==> src/rtl/codec_pkg.sv <==
// Shared defaults and the stereo-pair layout for the codec capture path.
package codec_pkg;

    localparam int CODEC_SAMPLE_W = 16;
    localparam int CODEC_DEPTH    = 16;

    // Left channel occupies the upper half of a stored FIFO word.
    typedef struct packed {
        logic [CODEC_SAMPLE_W-1:0] l;
        logic [CODEC_SAMPLE_W-1:0] r;
    } stereo_pair_t;

endpackage

==> src/rtl/capture_fifo.sv <==
// Generic first-word-fall-through FIFO: storage, wrapping pointers and occupancy.
// Latency: a write is visible at the head one cycle later; a pop retires the head on the same edge.
// Backpressure: a write while full is dropped unless a pop happens in the same cycle.
module capture_fifo #(
    parameter int DEPTH = 16,
    parameter int W     = 32
) (
    input  logic                   clk,
    input  logic                   rst_n,
    input  logic                   wr_en_i,
    input  logic [W-1:0]           wr_dat_i,
    input  logic                   rd_en_i,
    output logic [W-1:0]           rd_dat_o,
    output logic                   rd_vld_o,
    output logic                   full_o,
    output logic [$clog2(DEPTH):0] level_o
);

    localparam int AW = $clog2(DEPTH);

    logic [W-1:0]  mem_q [DEPTH];
    logic [AW-1:0] wr_ptr_q, wr_ptr_d;
    logic [AW-1:0] rd_ptr_q, rd_ptr_d;
    logic [AW:0]   level_q, level_d;
    logic          push, pop;

    assign rd_vld_o = (level_q != '0);
    assign full_o   = (level_q == (AW+1)'(DEPTH));
    assign level_o  = level_q;
    assign rd_dat_o = mem_q[rd_ptr_q];

    // A pop frees a slot in the same cycle, so a full FIFO still accepts a write then.
    assign pop  = rd_en_i && rd_vld_o;
    assign push = wr_en_i && (!full_o || pop);

    always_comb begin
        wr_ptr_d = wr_ptr_q;
        rd_ptr_d = rd_ptr_q;
        level_d  = level_q;
        if (push) wr_ptr_d = wr_ptr_q + AW'(1);
        if (pop)  rd_ptr_d = rd_ptr_q + AW'(1);
        if (push && !pop)      level_d = level_q + (AW+1)'(1);
        else if (pop && !push) level_d = level_q - (AW+1)'(1);
    end

    always_ff @(posedge clk or negedge rst_n) begin
        if (!rst_n) begin
            wr_ptr_q <= '0;
            rd_ptr_q <= '0;
            level_q  <= '0;
        end else begin
            wr_ptr_q <= wr_ptr_d;
            rd_ptr_q <= rd_ptr_d;
            level_q  <= level_d;
        end
    end

    always_ff @(posedge clk) begin
        if (push) mem_q[wr_ptr_q] <= wr_dat_i;
    end

endmodule

==> src/rtl/codec_capture.sv <==
// Captures one stereo pair per codec frame edge into a FIFO; sticky overflow; optional mono mix (CODEC_CAPTURE_MIX_EN).
// Latency: pair appears at the head one cycle after the frame edge; mix is combinational from the head.
// Backpressure: none toward the codec -- frames arriving while full (no pop) are dropped and flagged.
module codec_capture
    import codec_pkg::*;
#(
    parameter int DEPTH    = CODEC_DEPTH,
    parameter int SAMPLE_W = CODEC_SAMPLE_W
) (
    input  logic                   clk,
    input  logic                   reset,
    input  logic                   new_frame,
    input  logic [SAMPLE_W-1:0]    adc_sample_l,
    input  logic [SAMPLE_W-1:0]    adc_sample_r,
    input  logic                   capture_en,
    input  logic                   rd_en,
    output logic                   rd_valid,
    output logic [SAMPLE_W-1:0]    rd_sample_l,
    output logic [SAMPLE_W-1:0]    rd_sample_r,
    output logic [SAMPLE_W-1:0]    rd_sample,
    output logic [$clog2(DEPTH):0] level,
    input  logic                   clear_overflow,
    output logic                   overflow
);

    logic                  new_frame_q;
    logic                  overflow_q, overflow_d;
    logic                  frame_edge, wr_req, full;
    logic [2*SAMPLE_W-1:0] head;

    assign frame_edge = new_frame && !new_frame_q;
    assign wr_req     = frame_edge && capture_en;

    capture_fifo #(
        .DEPTH (DEPTH),
        .W     (2*SAMPLE_W)
    ) u_fifo (
        .clk      (clk),
        .rst_n    (reset),
        .wr_en_i  (wr_req),
        .wr_dat_i ({adc_sample_l, adc_sample_r}),
        .rd_en_i  (rd_en),
        .rd_dat_o (head),
        .rd_vld_o (rd_valid),
        .full_o   (full),
        .level_o  (level)
    );

    // A fresh drop wins over a same-cycle clear so no overflow event is lost.
    always_comb begin
        overflow_d = overflow_q;
        if (wr_req && full && !(rd_en && rd_valid)) overflow_d = 1'b1;
        else if (clear_overflow)                    overflow_d = 1'b0;
    end

    always_ff @(posedge clk or negedge reset) begin
        if (!reset) begin
            new_frame_q <= 1'b0;
            overflow_q  <= 1'b0;
        end else begin
            new_frame_q <= new_frame;
            overflow_q  <= overflow_d;
        end
    end

    assign overflow = overflow_q;

    // Head is forced to zero when empty so stale storage never leaks out.
    assign rd_sample_l = rd_valid ? head[2*SAMPLE_W-1:SAMPLE_W] : '0;
    assign rd_sample_r = rd_valid ? head[SAMPLE_W-1:0]          : '0;

`ifdef CODEC_CAPTURE_MIX_EN
    logic signed [SAMPLE_W:0] mix_sum;
    assign mix_sum   = $signed({rd_sample_l[SAMPLE_W-1], rd_sample_l})
                     + $signed({rd_sample_r[SAMPLE_W-1], rd_sample_r});
    assign rd_sample = SAMPLE_W'(mix_sum >>> 1);
`else
    assign rd_sample = rd_sample_l;
`endif

endmodule
==> config.mk <==
export PLATFORM = sky130hd
export DESIGN_NAME = codec_capture
export DESIGN_NICKNAME = d
export VERILOG_FILES = /design/src/rtl/codec_pkg.sv /design/src/rtl/capture_fifo.sv /design/src/rtl/codec_capture.sv
export SDC_FILE = /design/constraint.sdc
export NUM_CORES = 1
export LEC_CHECK = 0
export ABC_AREA = 0
export ABC_CLOCK_PERIOD_IN_PS = 5000
export BUFFER_PORTS_ARGS = -buffer_cell sky130_fd_sc_hd__clkbuf_2
export CORE_MARGIN = 4
export CORE_UTILIZATION = 49
export DETAILED_ROUTE_END_ITERATION = 8
export GPL_TIMING_DRIVEN = 0
export HOLD_SLACK_MARGIN = 0.15
export PLACE_DENSITY = 0.68
export SLEW_MARGIN = 20
export SYNTH_ARGS = -nofsm -noshare
export SYNTH_HDL_FRONTEND = slang
export SYNTH_SLANG_ARGS = --single-unit
==> constraint.sdc <==
create_clock -name clk -period 5 [get_ports clk]
set_input_delay 0.75 -clock clk [delete_from_list [all_inputs] [get_ports clk]]
set_output_delay 0.75 -clock clk [all_outputs]
set_load 0.03 [all_outputs]
==> results list <==
* Run status: finished, final reports clean
* Critical path peak fanout: 10
- The number of antenna violations at the first check in global routing was 2.
- Vias in the first global route: 10.2k
- Clock buffer depth: 3
* Total leakage power: around 0.008 µW
* Vias post-DR: 9,855
- Final weighted congestion in routability-driven placement: 0.733
- GRT Residual Overflow: 0
- The H-tree was split into 2 levels.
* # nets final: 1,136
* Gate family responsible for the most delay along the worst path: buffers and inverters
- On the worst path, the slowest cell contributes a delay of 0.78 ns.
* 1st-pass router iterations: 5
- Overall die width: ~210 µm
- The floorplan step set the die height to 213 µm.
* Top cells by area in the synthesized netlist: sky130_fd_sc_hd__edfxtp_1 75%, sky130_fd_sc_hd__mux4_2 14%, sky130_fd_sc_hd__mux2_2 1.9%, sky130_fd_sc_hd__dfrtp_1 1.8%, sky130_fd_sc_hd__a221o_1 1.6%
* Met1 Track Usage GR: 0.292
- The root buffer cell chosen for the clock tree is sky130_fd_sc_hd__clkbuf_16.
* Number of unique standard cell types used by synthesis: 42
* Required time at the worst-slack endpoint: 4.25 ns
- Once detail routing completed, the nets flagged for antenna violations numbered 0.
* Max-cap violation count: 0
- By count the netlist is led by 512 x sky130_fd_sc_hd__edfxtp_1, 128 x sky130_fd_sc_hd__mux4_2, 34 x sky130_fd_sc_hd__mux2_2.
- VDD sags by at most 0.352 mV.
- After detailed routing, the number of remaining DRC violations is 0.
* CP max stage cell: sky130_fd_sc_hd__clkbuf_1
* Worst hold margin: 0.291 ns
- After routing, the total negative slack on setup checks comes to 0 ns.
* Synthesized cell area: slightly above 0.02 mm²
- After detailed routing, the average wire length per cell comes to 26.8 µm.
- Data on the critical path arrives at its endpoint at 3.58 ns.
- The worst setup path is captured at a primary output.
- Once the clock tree was built, the resizer swapped 0 gates to a different size.
- The worst setup path is launched from a flop.
- For the pin with the worst max-slew slack, the measured transition is 0.977 ns.
- The layer flagged by global routing as most heavily used is met2.
* Final-report max-slew violation count: 0
- Number of ports placed on the die boundary: 93
- The most critical setup path has its startpoint at u_fifo.rd_ptr_q[1]$_DFFE_PN0N_.
- The path class of the tightest hold or removal check is in -> reg.
* Avg Cell Area, Syn: roughly 23 µm²
- Compared with the post-synthesis result, the final layout area differs by 16.5%.
- Rel. slew slack: 0.348
- Worst skew pair latency: 0.59 ns
- Standard cell core area: 0.0411 mm²
- WS Path Type: reg -> out
- In this run, CTS created clock tree buffers numbering 53.
* Met3 track demand over resource in global routing: 0.0325
- The worst register-to-register path begins at u_fifo.level_o[4]$_DFFE_PN0P_.
- Dividing the final minimum period by the clock period gives 0.867.
* Port-buffer cells: 92
- Yosys printed 0 warnings.
- Bufs and invs on worst path: 6
- Net count after synthesis: 942
- Yosys instantiated no cell more often than sky130_fd_sc_hd__edfxtp_1.
- Clock tree from TritonCTS: built
* Average via count per standard cell: 5.93
- The number of hold buffers added after CTS was 1.
- Overall track demand over capacity in global routing: 0.201
- Dominant register cell in the synthesized netlist: sky130_fd_sc_hd__edfxtp_1
- Unrepaired setup endpoints after global routing: false
* Number of cell rows: 74
- Count of flip-flops with a built-in enable after synthesis: 512
- Total setup buffers inserted after CTS: 0
* Pin count of the biggest net entering global routing: 24
- Floorplan die area: 0.0452 mm²
- Reg clk slew, reported paths: 0.06 ns
- Final setup violation count: 0
* Effective utilization at floorplan: 0.500
- Counting I/O delays and the setup requirement, the final critical path takes between 4 and 5 ns.
- Hold Crit Start: new_frame
- Fraction of synthesized cell area taken by the top area cell type: 0.749
- The synthesized design spends more area on one cell type than any other, namely sky130_fd_sc_hd__edfxtp_1.
- Number of hold-slack violations in the final timing report: 0
- Final setup skew: 0.0132 ns
- In the synthesized netlist the async set-or-reset flop fraction comes to 0.0285.
* Ratio of cells with drive above 1 in the final layout: 0.381
- In the synthesized netlist, the number of instances is 894.
- The synthesized design contains around 530 register bits.
* Post-layout power: 13,800 µW
- For this design the ratio of total power to cell area is 578 mW/mm².
* Wire length of the first global-routing pass: 66,500 µm
* Number of fill cells: 3,019
- Dpl hpwl: 28,400 µm
- Cells traversed along the worst timing path: buf_6 > buf_12 > buf_2 > clkbuf_1 > mux4_2 > a221o_1 > buf_4 > clkbuf_2
- For this run, global-route usage on met2 was measured as 0.322.
- The share of the Yosys chip area taken by registers is 0.767.
- Maximum clock frequency: 231 MHz
* Total number of clock tree sinks: 527
- The first routing iteration left ~880 violations.
* Detailed-route wire length: ~44,000 µm
-- final timing paths --
kind                                                  end  slack, ns  depth (start not counted)
setup / recovery                          rd_sample_l[12]       0.67                          8
hold / removal                      new_frame_q$_DFF_PN0_       0.29                          1
setup reg to reg            u_fifo.level_o[4]$_DFFE_PN0P_       1.54                          9
hold reg to reg                      overflow$_DFFE_PN0P_       0.49                          2
max in group asynchronous  u_fifo.rd_ptr_q[3]$_DFFE_PN0N_       4.11                          2
min in group asynchronous  u_fifo.wr_ptr_q[1]$_DFFE_PN0P_       0.61                          2
-- kinds of logic after synthesis --
| kind of cell | after synthesis | synth area share |
|---|---|---|
| AND/OR/NAND/NOR | 69 | 0.0217 |
| AO/OA/AOI/OAI | 48 | 0.0211 |
| multiplexers | 163 | 0.160 |
| XOR/XNOR | 9 | 0.00384 |
| adder cells (fa/ha/maj) | 10 | 0.00646 |
| buffers and inverters | 68 | 0.0204 |
| flip-flops | 527 | 0.767 |
-- metal layers --
metal  vias to the layer above  wire, µm
li1                       4175         -
met1                      5235     18800
met2                       355     21800
met3                        86      2690
met4                         4      1140
met5                         -        25
-- power by group --
| group | leakage, µW | switching (µW) | total, µW | internal (µW) |
|---|---|---|---|---|
| clock network | 0.000803 | 1590 | 3730 | 2140 |
| logic | 0.00228 | 2890 | 5000 | 2110 |
| registers | 0.00479 | 100 | 5100 | 5000 |
| total | 0.00787 | 4580 | 13800 | 9250 |
-- through the flow --
stage	cells	cell area [µm²]	utilization	setup slack (ns)
global placement	1518	21700	0.528	-2.76
detailed placement	1564	22300	0.542	1.31
floorplan	894	20600	-	0.813
CTS	1660	23900	0.582	0.613
finish	1661	23900	0.582	0.665
global route	1660	23900	0.582	0.551
-- cells in the final DEF, fill, tap and decap left out, types with 4 or more instances in the layout --
cell,n
sky130_fd_sc_hd__clkbuf_2,92
sky130_fd_sc_hd__edfxtp_1,512
sky130_fd_sc_hd__mux2_2,34
sky130_fd_sc_hd__nand2_1,8
sky130_fd_sc_hd__mux4_2,128
sky130_fd_sc_hd__clkinv_2,9
sky130_fd_sc_hd__xnor2_1,7
sky130_fd_sc_hd__inv_1,5
sky130_fd_sc_hd__nor3b_2,4
sky130_fd_sc_hd__buf_6,16
sky130_fd_sc_hd__ha_1,9
sky130_fd_sc_hd__and4_2,4
sky130_fd_sc_hd__clkbuf_1,28
sky130_fd_sc_hd__and2b_1,5
sky130_fd_sc_hd__buf_2,16
sky130_fd_sc_hd__buf_12,11
sky130_fd_sc_hd__nor4bb_4,4
sky130_fd_sc_hd__clkbuf_16,53
sky130_fd_sc_hd__o21ai_0,4
sky130_fd_sc_hd__clkinv_1,12
sky130_fd_sc_hd__a221o_1,32
sky130_fd_sc_hd__buf_1,6
sky130_fd_sc_hd__nor2b_1,27
sky130_fd_sc_hd__buf_4,41
sky130_fd_sc_hd__and2_2,4
sky130_fd_sc_hd__dfrtp_1,15
-- sequential cells by signal, summed over array words and instances, names as in the netlist --
name             count
u_fifo.wr_ptr_q      4
u_fifo.mem_q       512
new_frame_q          1
u_fifo.level_o       5
u_fifo.rd_ptr_q      4
overflow             1
-- layout make-up --
type                       count  area (µm²)  area share
sequential                   527       15800       0.659
multi-input combinational    299        4460       0.186
clock buffer                  67        1410      0.0589
timing repair buffer         139         987      0.0413
tap                          532         666      0.0278
buffer                        63         400      0.0167
clock inverter                28         225     0.00942
inverter                       5        18.8    0.000785
antenna                        1        2.50    0.000105
No activity file was read; power rests on OpenSTA's default activity.
